**src/rtl/io_pkg.sv**
```systemverilog
// Shared definitions for the user input handshake: FSM state encoding and
// default sizing constants.
package io_pkg;

  typedef enum logic [1:0] {
    IDLE    = 2'd0,
    ARMED   = 2'd1,
    ACK     = 2'd2,
    RELEASE = 2'd3
  } port_state_t;

  localparam int DEFAULT_SW_WIDTH        = 18;
  localparam int DEFAULT_DEBOUNCE_CYCLES = 50000;
  localparam int WORD_WIDTH              = 32;

endpackage

```
**src/rtl/user_input_port_if.sv**
```systemverilog
// Core-side handshake bundle: the core raises input_flag and receives the
// captured word with a one-cycle input_ready strobe.
interface user_input_port_if;
  import io_pkg::*;

  logic                  input_flag;
  logic [WORD_WIDTH-1:0] user_input;
  logic                  input_ready;
  logic                  waiting;

  modport master (output input_flag, input user_input, input input_ready, input waiting);
  modport slave  (input input_flag, output user_input, output input_ready, output waiting);

endinterface

```
**src/rtl/key_debounce.sv**
```systemverilog
// Active-low pushbutton conditioner: 2-flop synchronizer, stability counter and
// a one-cycle strobe on each debounced released->pressed transition.
module key_debounce #(
  parameter int DEBOUNCE_CYCLES = io_pkg::DEFAULT_DEBOUNCE_CYCLES
) (
  input  logic CLK,
  input  logic reset,
  input  logic key_n,
  output logic pressed,
  output logic press_evt
);

  localparam int CW = $clog2(DEBOUNCE_CYCLES + 1);

  logic          sync1_reg;
  logic          sync2_reg;
  logic          level_reg;   // debounced raw level, 1 = released
  logic [CW-1:0] cnt_reg;
  logic          evt_reg;

  always_ff @(posedge CLK or posedge reset) begin
    if (reset) begin
      sync1_reg <= 1'b1;
      sync2_reg <= 1'b1;
      level_reg <= 1'b1;
      cnt_reg   <= '0;
      evt_reg   <= 1'b0;
    end else begin
      sync1_reg <= key_n;
      sync2_reg <= sync1_reg;
      evt_reg   <= 1'b0;
      if (sync2_reg == level_reg) begin
        cnt_reg <= '0;
      end else if (cnt_reg == CW'(DEBOUNCE_CYCLES)) begin
        // Counter never passes DEBOUNCE_CYCLES: the flip clears it.
        level_reg <= sync2_reg;
        cnt_reg   <= '0;
        evt_reg   <= ~sync2_reg;
      end else begin
        cnt_reg <= cnt_reg + CW'(1);
      end
    end
  end

  assign pressed   = ~level_reg;
  assign press_evt = evt_reg;

endmodule

```
**src/rtl/user_input_port.sv**
```systemverilog
// Waits for a debounced key press while the core is stalled on an input
// instruction, captures and widens SW, and strobes input_ready for one cycle.
module user_input_port
  import io_pkg::*;
#(
  parameter int DEBOUNCE_CYCLES = DEFAULT_DEBOUNCE_CYCLES,
  parameter int SW_WIDTH        = DEFAULT_SW_WIDTH,
  parameter bit SIGN_EXTEND     = 1'b1
) (
  input  logic                CLK,
  input  logic                reset,
  input  logic                insert,
  input  logic [SW_WIDTH-1:0] SW,
  user_input_port_if.slave    bus
);

  logic                  key_pressed;
  logic                  press_evt;
  logic [WORD_WIDTH-1:0] sw_ext;

  port_state_t           state_reg;
  logic [WORD_WIDTH-1:0] user_input_reg;
  logic                  ready_reg;
  logic                  waiting_reg;

  key_debounce #(
    .DEBOUNCE_CYCLES(DEBOUNCE_CYCLES)
  ) u_debounce (
    .CLK      (CLK),
    .reset    (reset),
    .key_n    (insert),
    .pressed  (key_pressed),
    .press_evt(press_evt)
  );

  generate
    if (SW_WIDTH >= WORD_WIDTH) begin : g_trunc
      assign sw_ext = SW[WORD_WIDTH-1:0];
    end else if (SIGN_EXTEND) begin : g_sext
      assign sw_ext = {{(WORD_WIDTH-SW_WIDTH){SW[SW_WIDTH-1]}}, SW};
    end else begin : g_zext
      assign sw_ext = {{(WORD_WIDTH-SW_WIDTH){1'b0}}, SW};
    end
  endgenerate

  always_ff @(posedge CLK or posedge reset) begin
    if (reset) begin
      state_reg      <= IDLE;
      user_input_reg <= '0;
      ready_reg      <= 1'b0;
      waiting_reg    <= 1'b0;
    end else begin
      ready_reg <= 1'b0;
      case (state_reg)
        IDLE: begin
          if (bus.input_flag) begin
            if (key_pressed) begin
              state_reg <= RELEASE;
            end else begin
              state_reg   <= ARMED;
              waiting_reg <= 1'b1;
            end
          end
        end
        RELEASE: begin
          // A key still down from an earlier press must be let go first.
          if (!key_pressed) begin
            if (bus.input_flag) begin
              state_reg   <= ARMED;
              waiting_reg <= 1'b1;
            end else begin
              state_reg <= IDLE;
            end
          end
        end
        ARMED: begin
          // A dropped request wins over a coincident press.
          if (!bus.input_flag) begin
            state_reg   <= IDLE;
            waiting_reg <= 1'b0;
          end else if (press_evt) begin
            state_reg      <= ACK;
            user_input_reg <= sw_ext;
            ready_reg      <= 1'b1;
            waiting_reg    <= 1'b0;
          end
        end
        ACK: begin
          state_reg <= key_pressed ? RELEASE : IDLE;
        end
        default: begin
          state_reg   <= IDLE;
          waiting_reg <= 1'b0;
        end
      endcase
    end
  end

  assign bus.user_input  = user_input_reg;
  assign bus.input_ready = ready_reg;
  assign bus.waiting     = waiting_reg;

endmodule

```
**src/flat_wrapper.sv**
```systemverilog
// flat-port wrapper written by rule: the top's interface ports become plain ports
module user_input_port_flat import io_pkg::*;
#(
  parameter int DEBOUNCE_CYCLES = DEFAULT_DEBOUNCE_CYCLES,
  parameter int SW_WIDTH        = DEFAULT_SW_WIDTH,
  parameter bit SIGN_EXTEND     = 1'b1
)
  (CLK, reset, insert, SW, bus_input_flag, bus_user_input, bus_input_ready, bus_waiting);
  user_input_port_if bus_i ();
  input  logic CLK;
  input  logic reset;
  input  logic insert;
  input  logic [SW_WIDTH-1:0] SW;
  input wire logic [$bits(bus_i.input_flag)-1:0] bus_input_flag;
  output wire logic [$bits(bus_i.user_input)-1:0] bus_user_input;
  output wire logic [$bits(bus_i.input_ready)-1:0] bus_input_ready;
  output wire logic [$bits(bus_i.waiting)-1:0] bus_waiting;
  assign bus_i.input_flag = bus_input_flag;
  assign bus_user_input = bus_i.user_input;
  assign bus_input_ready = bus_i.input_ready;
  assign bus_waiting = bus_i.waiting;
  user_input_port #(.DEBOUNCE_CYCLES(DEBOUNCE_CYCLES), .SW_WIDTH(SW_WIDTH), .SIGN_EXTEND(SIGN_EXTEND)) u_core (.CLK(CLK), .reset(reset), .insert(insert), .SW(SW), .bus(bus_i));
endmodule
```
**config.mk**
```make
export PLATFORM = sky130hd
export DESIGN_NAME = user_input_port_flat
export DESIGN_NICKNAME = d
export VERILOG_FILES = /design/src/rtl/io_pkg.sv /design/src/rtl/user_input_port_if.sv /design/src/rtl/key_debounce.sv /design/src/rtl/user_input_port.sv /design/src/flat_wrapper.sv
export SDC_FILE = /design/constraint.sdc
export NUM_CORES = 1
export LEC_CHECK = 0
export ABC_AREA = 1
export BUFFER_PORTS_ARGS = -buffer_cell sky130_fd_sc_hd__buf_2
export CELL_PAD_IN_SITES_DETAIL_PLACEMENT = 1
export CELL_PAD_IN_SITES_GLOBAL_PLACEMENT = 1
export CORE_ASPECT_RATIO = 1.75
export CORE_MARGIN = 4
export CORE_UTILIZATION = 42
export CTS_BUF_LIST = sky130_fd_sc_hd__clkbuf_8
export CTS_CLUSTER_DIAMETER = 40
export DETAILED_ROUTE_END_ITERATION = 16
export PLACE_DENSITY_LB_ADDON = 0.1
export SKIP_LAST_GASP = 1
export SLEW_MARGIN = 40
export SYNTH_ARGS = -nofsm -noshare
export SYNTH_HDL_FRONTEND = slang
export SYNTH_SLANG_ARGS = --single-unit
export TNS_END_PERCENT = 5
```
**constraint.sdc**
```tcl
create_clock -name CLK -period 3 [get_ports CLK]
set_clock_uncertainty 0.05 [all_clocks]
set_input_delay 0.3 -clock CLK [delete_from_list [all_inputs] [get_ports CLK]]
set_output_delay 0.3 -clock CLK [all_outputs]
set_load 0.01 [all_outputs]
```
[Word level (Yosys, flattened, before mapping)]
Index checks and enable logic that the tools add are counted.
Storage, ports and cells
  flip-flop bits (word level): 42
  bits of input ports: 22
  logic and storage cells: 50
Operators by class
  reductions and logical operators: 6
  bitwise operators: 2
  add/subtract/negate cells: 1
  equality and inequality tests: 10
  muxes and demuxes: 22
Operator list (count)
  16-bit 2-to-1 mux: 2
  16-bit by 1-bit adder with 16-bit output, second input constant: 1
  16-bit == test, second input constant: 1
  1-bit 2-to-1 mux: 12
  2-bit 2-to-1 mux: 6
  2-bit inequality test, second input constant: 4
  2-bit case mux with 4 select lines: 1
  3-bit AND reduction: 2
  6-bit AND reduction: 1
  2-bit == test, second input constant: 2
  3-bit inequality test, second input constant: 1
  1-bit case mux with 3 select lines: 1
  3-bit nonzero test: 1
  2-bit by 1-bit == test with 1-bit output, second input constant: 1
  2-bit logical NOT: 1
  1-bit inverter: 2
  2-bit AND reduction: 1
  1-bit == test: 1

[Longest topological paths before layout]
Gate-level depths: netlist (run 1).
  depth after elaboration: 3
  depth in mapped cells: 8

[Cells and area by module]
Synthesis (run 1) repeated with hierarchy kept, for this count alone.
Second synthesis, totals
  cell total of the unflattened synthesis: 276
  area total of the unflattened synthesis: 2167.1 um^2
By module, submodules not included
  key_debounce: area each 1132.3 um^2, times used 1, cells each 152
  user_input_port: area each 1034.7 um^2, times used 1, cells each 124

[Worst setup path after synthesis (run 1)]
Ideal clock, no wire load.
  path type: reg-to-reg
  start: register u_core.u_debounce.cnt_reg[0]
  end: register u_core.u_debounce.cnt_reg[8]
  path buffers: 0
  slack: 1716 ps
  required time: 2831 ps
  stages on the path, launching flop included: 8
  arrival time: 1115 ps
  path through: dfrtp_1 inv_1 ha_1 nand3_1 nor3_1 nand2_1 nand2_2 nor2_1
Between the ends
  longest elaborated chain between the ends: 3
Ends and longest elaborated chain
  from (decl): line key_debounce.sv:18  | logic [CW-1:0] cnt_reg;
  from (signal assigned): line key_debounce.sv:40  | cnt_reg <= cnt_reg + CW'(1);
  16-bit by 1-bit adder with 16-bit output / 16-bit == test (equally long branches): line key_debounce.sv:40, key_debounce.sv:34
  16-bit 2-to-1 mux *: line key_debounce.sv:34  | end else if (cnt_reg == CW'(DEBOUNCE_CYCLES)) begin
  16-bit 2-to-1 mux *: line key_debounce.sv:32  | if (sync2_reg == level_reg) begin
Every way passes the cells marked *; elsewhere a longest branch is shown, timed or not.
A chain may end at the register's enable or synchronous reset.

[Worst setup path after layout (run 1)]
  start: register u_core.u_debounce.cnt_reg[0]
  end: register u_core.u_debounce.cnt_reg[6]
Same word-level chain as after synthesis.

==> results.md, run 1 <==
| Item | This run | Unit |
|:---|:---|:---|
| Boundary pin count | 56 | - |
| Fin. max-slew vios | 0 | - |
| Filler Cells Inserted | 631 | - |
| Worst-path fanout max | 6 | - |
| Maximum cell stage delay along the critical path | 0.43 | ns |
| Maximum frequency from static timing analysis | 683 | MHz |
| Yosys warning count | 0 | - |
| Critical Path Sink Type | flop | - |
| Standby leakage power | 1.38 | nW |
| Antenna Diode Count | 0 | - |
| Hold path endpoint | u_core.u_debounce.sync1_reg | - |
| Worst voltage drop across the vdd grid | 0.264 | mV |
| Clk_lat worst skew | 0.29 | ns |
| Reg2reg end | u_core.u_debounce.cnt_reg[6] | - |
| DP HPWL | 4.18 | mm |
| Largest net degree at the start of global routing | 25 | - |
| Total congestion overflow after global routing | 0 | - |
| Vertical die dimension | 102 | um |
| Post-DR wirelength/cell | 14.8 | um |
| Share of synthesized cell area in full adder, half adder and majority cells | 1.19 | % |
| Number of unique standard cell types used by synthesis | 31 | - |
| Post-synthesis mux area share | 0 | % |
| Port Buffers | 55 | - |
| Floorplan Core Area | 4790 | um^2 |
| Worst relative slew slack | 52.3 | % |
| Post-synthesis sequential area ratio | 50.0 | % |
| Number of synthesized register bits | 42 | - |
| Number of global-route vias before repair | 1995 | - |
| Via count normalized by instance count | 5.02 | - |
| Data required, critical path | 3.13 | ns |
| Placed inst area | 2340 | um^2 |
| Clock Path Buffers | 2 | - |
| Gpl congestion | 0.816 | - |
| # placed instances | 348 | - |
| Post-CTS setup buffers | 0 | - |
| Max_cap viols | 0 | - |
| Layout area overhead | 16.6 | % |
| Met3 Track Usage GR | 3.44 | % |
| Slew at the pin closest to its max-slew limit | 0.712 | ns |
| DR DRC count | 0 | - |
| Clock Sinks | 42 | - |
| Final Cycle Share | 48.8 | % |
| Depth of the worst register-to-register path | 7 | - |
| Data arrival time of the critical path | 1.60 | ns |
| Crit path kind | flop to flop | - |
| Final count of hold timing violations | 0 | - |
| Area taken by multi-input logic gates | 831 | um^2 |
| Final nets | 328 | - |
| Total power after layout | 1.22 | mW |
| Iteration-0 DRC Markers | 37 | - |
| Cell with the largest stage delay on the worst path | sky130_fd_sc_hd__dfrtp_1 | - |
| Post-synthesis area per instance | 8.25 | um^2 |
| Min-Delay Path Depth | 1 | - |
| Cells along the critical path | inv_1 > ha_1 > nand3_1 > nor3_1 > nand2_1 > nand2_2 > nor2_1 | - |
| Total Routed Length | 5.30 | mm |
| Share of post-route cells with drive strength above 1 | 27.2 | % |
| Met1 demand-to-capacity share in global routing | 18.2 | % |
| Net count after synthesis | 280 | - |
| TritonRoute pass-1 iters | 4 | - |
| Clk Tree Root Cell | sky130_fd_sc_hd__clkbuf_8 | - |
| Starting density of the core | 44.1 | % |
| Global-route wire length before repair | 8.90 | mm |
| Register area | 1050 | um^2 |
| Class of the tightest hold or removal check | input pin to flop | - |
| R2R Setup Slk | 1.54 | ns |
| Main combinational cell family by area after synthesis | simple AND/OR/NAND/NOR gates | - |
| Number of flip-flops in the largest register | 18 | - |
| Full die area | 6270 | um^2 |
| Final cell utilization of the core | 51.4 | % |
| Vias | 1793 | - |
| Tot GR Track Use | 19.3 | % |
| Fraction of synthesized cell area in xor and xnor cells | 2.85 | % |
| Critical Path Source Type | flop | - |
| Post-route design area | 2460 | um^2 |
| Simple-gate portion of the synthesized area | 31.1 | % |
| Non-filler cells in the finished layout | 357 | - |
| Initial antenna violation count | 0 | - |
| Most frequent cells in the layout | sky130_fd_sc_hd__nand2_1, sky130_fd_sc_hd__buf_2, sky130_fd_sc_hd__dfrtp_1 | - |
| Launching point of the worst reg2reg path | u_core.u_debounce.cnt_reg[0] | - |
| Die width | 61.6 | um |
| Clock Pin Slew Worst Setup and Hold Paths | 0.08 | ns |
| Setup TNS | 0 | ns |
| Crit path time final | 1.46 | ns |
| Final number of setup-violating endpoints | 0 | - |
| Hold path startpoint | insert | - |
| Power Dens Cells | 497 | nW/um^2 |
| Antenna viol nets, final | 0 | - |
| Cts bufs inserted | 5 | - |
| RSZ-0062 raised after global routing | no | - |
| Number of levels the H-tree was split into | 2 | - |
| Number of placement rows | 33 | - |
| Outcome | finished, final reports clean | - |
| Share of the synthesized area in compound gates (AO/OA/AOI/OAI) | 4.21 | % |
| Global route hottest layer | met2 | - |
| Cells after Synth | 256 | - |
| Leading cell type in the layout, fill and taps excluded | sky130_fd_sc_hd__nand2_1 | - |
| TritonCTS clock tree | yes | - |
| Summed instance area of the synthesized netlist | 2110 | um^2 |
| Met2 track utilization from global routing | 37.5 | % |
## how the worst max path moves through the flow
stage	startpoint	depth (start not counted)	slack (ns)	end
final	u_core.u_debounce.cnt_reg[0]	7	1.54	u_core.u_debounce.cnt_reg[6]
after global routing	u_core.u_debounce.cnt_reg[0]	7	1.42	u_core.u_debounce.cnt_reg[6]
after CTS	u_core.u_debounce.cnt_reg[0]	7	1.51	u_core.u_debounce.cnt_reg[6]
after detailed placement	u_core.u_debounce.cnt_reg[0]	7	1.55	u_core.u_debounce.cnt_reg[8]
after global placement	u_core.u_debounce.cnt_reg[0]	7	1.60	u_core.u_debounce.cnt_reg[8]
after floorplan	reset	1	1.68	u_core.bus.input_ready
## worst max-delay path, delay by kind of cell (launching register included)
| kind | cells | cell delay, ns |
|---|---|---|
| and+or+nand+nor | 5 | 0.63 |
| DFF | 1 | 0.43 |
| buffers and inverters | 1 | 0.09 |
| adders and majority gates | 1 | 0.14 |
## synthesized netlist by cell type
library cell / instances / area [um^2]
sky130_fd_sc_hd__nand2_1: 88 / 330
sky130_fd_sc_hd__dfrtp_1: 39 / 976
sky130_fd_sc_hd__nor2_1: 32 / 120
sky130_fd_sc_hd__inv_1: 24 / 90.1
sky130_fd_sc_hd__buf_4: 14 / 105
sky130_fd_sc_hd__nand3_1: 9 / 45.0
sky130_fd_sc_hd__a21oi_1: 7 / 35.0
sky130_fd_sc_hd__nor3_1: 5 / 25.0
sky130_fd_sc_hd__o21ai_0: 4 / 20.0
sky130_fd_sc_hd__dfstp_2: 3 / 78.8
sky130_fd_sc_hd__nand4_1: 3 / 18.8
sky130_fd_sc_hd__nor2_4: 3 / 33.8
sky130_fd_sc_hd__xor2_1: 3 / 26.3
sky130_fd_sc_hd__ha_1: 2 / 25.0
sky130_fd_sc_hd__inv_2: 2 / 7.51
sky130_fd_sc_hd__nand2_2: 2 / 12.5
sky130_fd_sc_hd__xnor2_1: 2 / 17.5
sky130_fd_sc_hd__a31oi_1: 1 / 6.26
sky130_fd_sc_hd__buf_2: 1 / 5.00
sky130_fd_sc_hd__buf_6: 1 / 11.3
sky130_fd_sc_hd__inv_4: 1 / 6.26
sky130_fd_sc_hd__nand2_4: 1 / 11.3
sky130_fd_sc_hd__nand3_2: 1 / 10.0
sky130_fd_sc_hd__nand3_4: 1 / 17.5
sky130_fd_sc_hd__nor2_2: 1 / 6.26
sky130_fd_sc_hd__nor3_2: 1 / 10.0
sky130_fd_sc_hd__nor3_4: 1 / 16.3
sky130_fd_sc_hd__o21bai_1: 1 / 7.51
sky130_fd_sc_hd__o21bai_2: 1 / 11.3
sky130_fd_sc_hd__o31a_1: 1 / 8.76
sky130_fd_sc_hd__xor2_2: 1 / 16.3
## kinds of logic (layout without fill, tap and decap cells)
family                     count (synthesis)  after routing
and+or+nand+nor                          148            148
buffers and inverters                     43             92
DFF                                       42             42
AOI/OAI and AO/OA                         15             15
xor gates and xnor gates                   6              6
adders and majority gates                  2              2
## what timing repair did
action / CTS / global route
hold buffers: 1 / 0
gates resized for setup: 0 / 0
endpoints found under the hold margin: 17 / 0
setup endpoints to repair: 0 / 0
## through the flow
step,hold WS (ns),worst slack (ns)
detailed placement,0.297,1.55
global route,0.0342,1.42
global placement,0.295,1.60
CTS,0.0393,1.51
floorplan,0.254,1.68
finish,0.0494,1.54
## cell type report
cell class / instances / area share (%)
clock buffers: 5 / 2.80
clock inverters: 3 / 1.83
inverters: 27 / 4.22
multi-input cells: 171 / 33.8
flip-flops and latches: 42 / 42.9
well taps: 52 / 2.64
repair buffers: 57 / 11.9
## layer usage
layer,wire (um),vias to the layer above,share of wire (%)
met5,0,-,0
met4,138,0,2.6
met3,185,10,3.5
met2,3180,36,60
met1,1790,875,34
li1,-,872,-
## power by group
group	switching, mW	internal [mW]	leakage (nW)	total, mW
Combinational	0.0967	0.0624	0.767	0.159
Clock	0.203	0.248	0.0504	0.450
Sequential	0.0208	0.592	0.566	0.613
Total	0.320	0.902	1.38	1.22
No activity file was read; power rests on OpenSTA's default activity.
==> inputs of run 2 (changes only) <==
- CORE_UTILIZATION: 42 -> 36
- clock period: 3 -> 1.32 ns (I/O delays scaled with it)
==> run 2 against run 1 <==
Compared with the run above: the run now ends with negative setup slack left; clock-buffer cell count is 1 higher; critical path type unchanged; via count increased by 5.1%; combinational power rose to 2.8 times the previous value; first-iteration DRC count down 2.7%.
==> results.md, run 2 (synthesized netlist as in run 1, its figures left out) <==
| Item | This run | Unit | Change |
|:---|:---|:---|:---|
| Final Cycle Share | 105 | % | +57 points |
| # placed instances | 392 | - | +13% |
| Fin. max-slew vios | 0 | - | unchanged |
| Max_cap viols | 0 | - | unchanged |
| Boundary pin count | 56 | - | unchanged |
| Cell with the largest stage delay on the worst path | sky130_fd_sc_hd__dfrtp_2 | - |  |
| Largest net degree at the start of global routing | 22 | - | -12% |
| Final cell utilization of the core | 52.0 | % | +0.62 points |
| DR DRC count | 0 | - | unchanged |
| Die width | 65.9 | um | +7.0% |
| Filler Cells Inserted | 711 | - | +13% |
| Worst relative slew slack | 77.9 | % | +26 points |
| Sw Share | 25.2 | % | -1.0 points |
| RSZ-0062 raised after global routing | yes | - |  |
| Initial antenna violation count | 0 | - | unchanged |
| Most frequent cells in the layout | sky130_fd_sc_hd__nand2_1, sky130_fd_sc_hd__buf_2, sky130_fd_sc_hd__dfrtp_1 | - |  |
| Cell class contributing the biggest share of worst-path delay | simple AND/OR/NAND/NOR gates | - |  |
| Antenna Diode Count | 0 | - | unchanged |
| Non-filler cells in the finished layout | 421 | - | +18% |
| Number of flip-flops in the largest register | 18 | - | unchanged |
| Post-DR wirelength/cell | 13.0 | um | -13% |
| Class of the tightest hold or removal check | input pin to flop | - |  |
| Internal Pwr Total | 2.17 | mW | +140% |
| Power Dens Cells | 989 | nW/um^2 | +99% |
| Proportion of power drawn by the clock network | 36.4 | % | -0.4 points |
| Vertical die dimension | 109 | um | +7.4% |
| Full die area | 7200 | um^2 | +15% |
| Via count normalized by instance count | 4.48 | - | -11% |
| TritonRoute pass-1 iters | 4 | - | unchanged |
| Iteration-0 DRC Markers | 36 | - | -2.7% |
| Clk Tree Root Cell | sky130_fd_sc_hd__clkbuf_8 | - |  |
| Setup TNS | -0.717 | ns | -0.717 ns |
| Final count of hold timing violations | 0 | - | unchanged |
| Crit. Startpoint | u_core.u_debounce.cnt_reg[0] | - |  |
| Clock Pin Slew Worst Setup and Hold Paths | 0.09 | ns | about the same |
| Clock Sinks | 42 | - | unchanged |
| Starting density of the core | 37.5 | % | -6.6 points |
| Worst-path fanout max | 6 | - | unchanged |
| Final number of setup-violating endpoints | 13 | - | +13 |
| Critical Path Source Type | flop | - |  |
| TritonCTS clock tree | yes | - |  |
| Area taken by multi-input logic gates | 896 | um^2 | +7.8% |
| Violated checks | negative setup slack | - |  |
| Number of placement rows | 36 | - | +9.1% |
| Gpl congestion | 0.864 | - | +5.8% |
| Cts bufs inserted | 5 | - | unchanged |
| Maximum frequency from static timing analysis | 719 | MHz | +5.2% |
| Launching point of the worst reg2reg path | u_core.u_debounce.cnt_reg[0] | - |  |
| Share of post-route cells with drive strength above 1 | 33.9 | % | +6.7 points |
| Register area | 1060 | um^2 | +0.12% |
| Critical path buffers and inverters | 1 | - | unchanged |
| Data arrival time of the critical path | 1.54 | ns | -0.06 ns |
| Outcome | finished, violations left | - |  |
| Global-route wire length before repair | 9.33 | mm | +4.8% |
| Net switching power | 0.730 | mW | +130% |
| Number of global-route vias before repair | 2046 | - | +2.6% |
| Data required, critical path | 1.46 | ns | -1.67 ns |
| Final critical-path setup slack | -0.0715 | ns | -1.61 ns |
| Share of total power in combinational logic | 15.5 | % | +2.5 points |
| Slew at the pin closest to its max-slew limit | 0.332 | ns | -0.380 ns |
| Final nets | 368 | - | +12% |
| Crit path kind | flop to flop | - |  |
| Standby leakage power | 1.60 | nW | +15% |
| Floorplan Core Area | 5630 | um^2 | +18% |
| Vias | 1885 | - | +5.1% |
| DP HPWL | 4.10 | mm | -2.1% |
| Antenna viol nets, final | 0 | - | unchanged |
| Worst voltage drop across the vdd grid | 0.733 | mV | +180% |
| Number of levels the H-tree was split into | 2 | - | unchanged |
| Port Buffers | 55 | - | unchanged |
| Leading cell type in the layout, fill and taps excluded | sky130_fd_sc_hd__nand2_1 | - |  |
| Clock Path Buffers | 2 | - | unchanged |
| Crit path time final | 1.39 | ns | -0.0727 ns |
| Total power after layout | 2.90 | mW | +140% |
| Critical Path Sink Type | flop | - |  |
| Layout area overhead | 38.7 | % |  |
| Tot GR Track Use | 17.0 | % | -2.3 points |
| Post-place setup slack | -0.123 | ns | -1.67 ns |
| Maximum cell stage delay along the critical path | 0.45 | ns | +0.02 ns |
| Total congestion overflow after global routing | 0 | - | unchanged |
| Hold path startpoint | SW[10] | - |  |
| Cells along the critical path | inv_2 > ha_4 > nand3_4 > nor3_2 > nand2_2 > nand3_1 > nor2_1 | - |  |
| Total Routed Length | 5.46 | mm | +3.1% |
| Power share of the sequential group | 48.1 | % | -2.0 points |
| Clk_lat worst skew | 0.30 | ns | about the same |
[run 2: final timing paths]
path	end	slack, ns	cells after the start
hold / removal	u_core.bus.user_input[10]	0.003	3
setup / recovery	u_core.u_debounce.cnt_reg[14]	-0.07	7
min in group asynchronous	u_core.bus.input_ready	0.20	3
hold reg to reg	u_core.u_debounce.sync2_reg	0.31	0
max in group asynchronous	u_core.u_debounce.level_reg	0.50	4
setup reg to reg	u_core.u_debounce.cnt_reg[14]	-0.07	7
[run 2: area by class of cell]
type | count | share of cell area [%]
multi-input combinational | 171 | 30.6
tap | 76 | 3.25
timing repair buffer | 97 | 22.6
sequential | 42 | 36.1
clock buffer | 6 | 2.82
inverter | 27 | 3.55
clock inverter | 2 | 1.15
[run 2: routing by layer]
layer	track usage [%]	share of wire, %
met2	31.7	55
met3	3.27	3.5
met4	6.68	2.8
met5	0	0
met1	18.3	39
[run 2: repair_timing]
action	4_1_cts	5_1_grt
cloned	0	0
gates resized for setup	6	11
setup buffers	2	1
hold endpoints to repair	56	0
endpoints found under the setup margin	15	37
pin swaps	5	6
hold buffers	18	0
[run 2: worst reg2reg max path: stages (launching register included)]
cell	delay, ns
sky130_fd_sc_hd__dfrtp_2	0.45
sky130_fd_sc_hd__inv_2	0.09
sky130_fd_sc_hd__ha_4	0.14
sky130_fd_sc_hd__nand3_4	0.07
sky130_fd_sc_hd__nor3_2	0.18
sky130_fd_sc_hd__nand2_2	0.14
sky130_fd_sc_hd__nand3_1	0.13
sky130_fd_sc_hd__nor2_1	0.04
[run 2: stage by stage]
stage                     hold slack (ns)  area, um^2
final                             0.00280        2930
after global routing             -0.00308        2930
after detailed placement          -0.0558        2540
after CTS                         0.00301        2880
after global placement            -0.0629        2540
after floorplan                    0.0865        2110
[run 2: power by group through the flow]
stage | clock (mW) | sequential (mW) | combinational, mW
3_5_place_dp | 0 | 1.42 | 0.391
2_1_floorplan | 0 | 1.42 | 0.251
6_report | 1.05 | 1.39 | 0.449
4_1_cts | 1.08 | 1.39 | 0.441
5_1_grt | 1.15 | 1.40 | 0.527
3_3_place_gp | 0 | 1.41 | 0.389
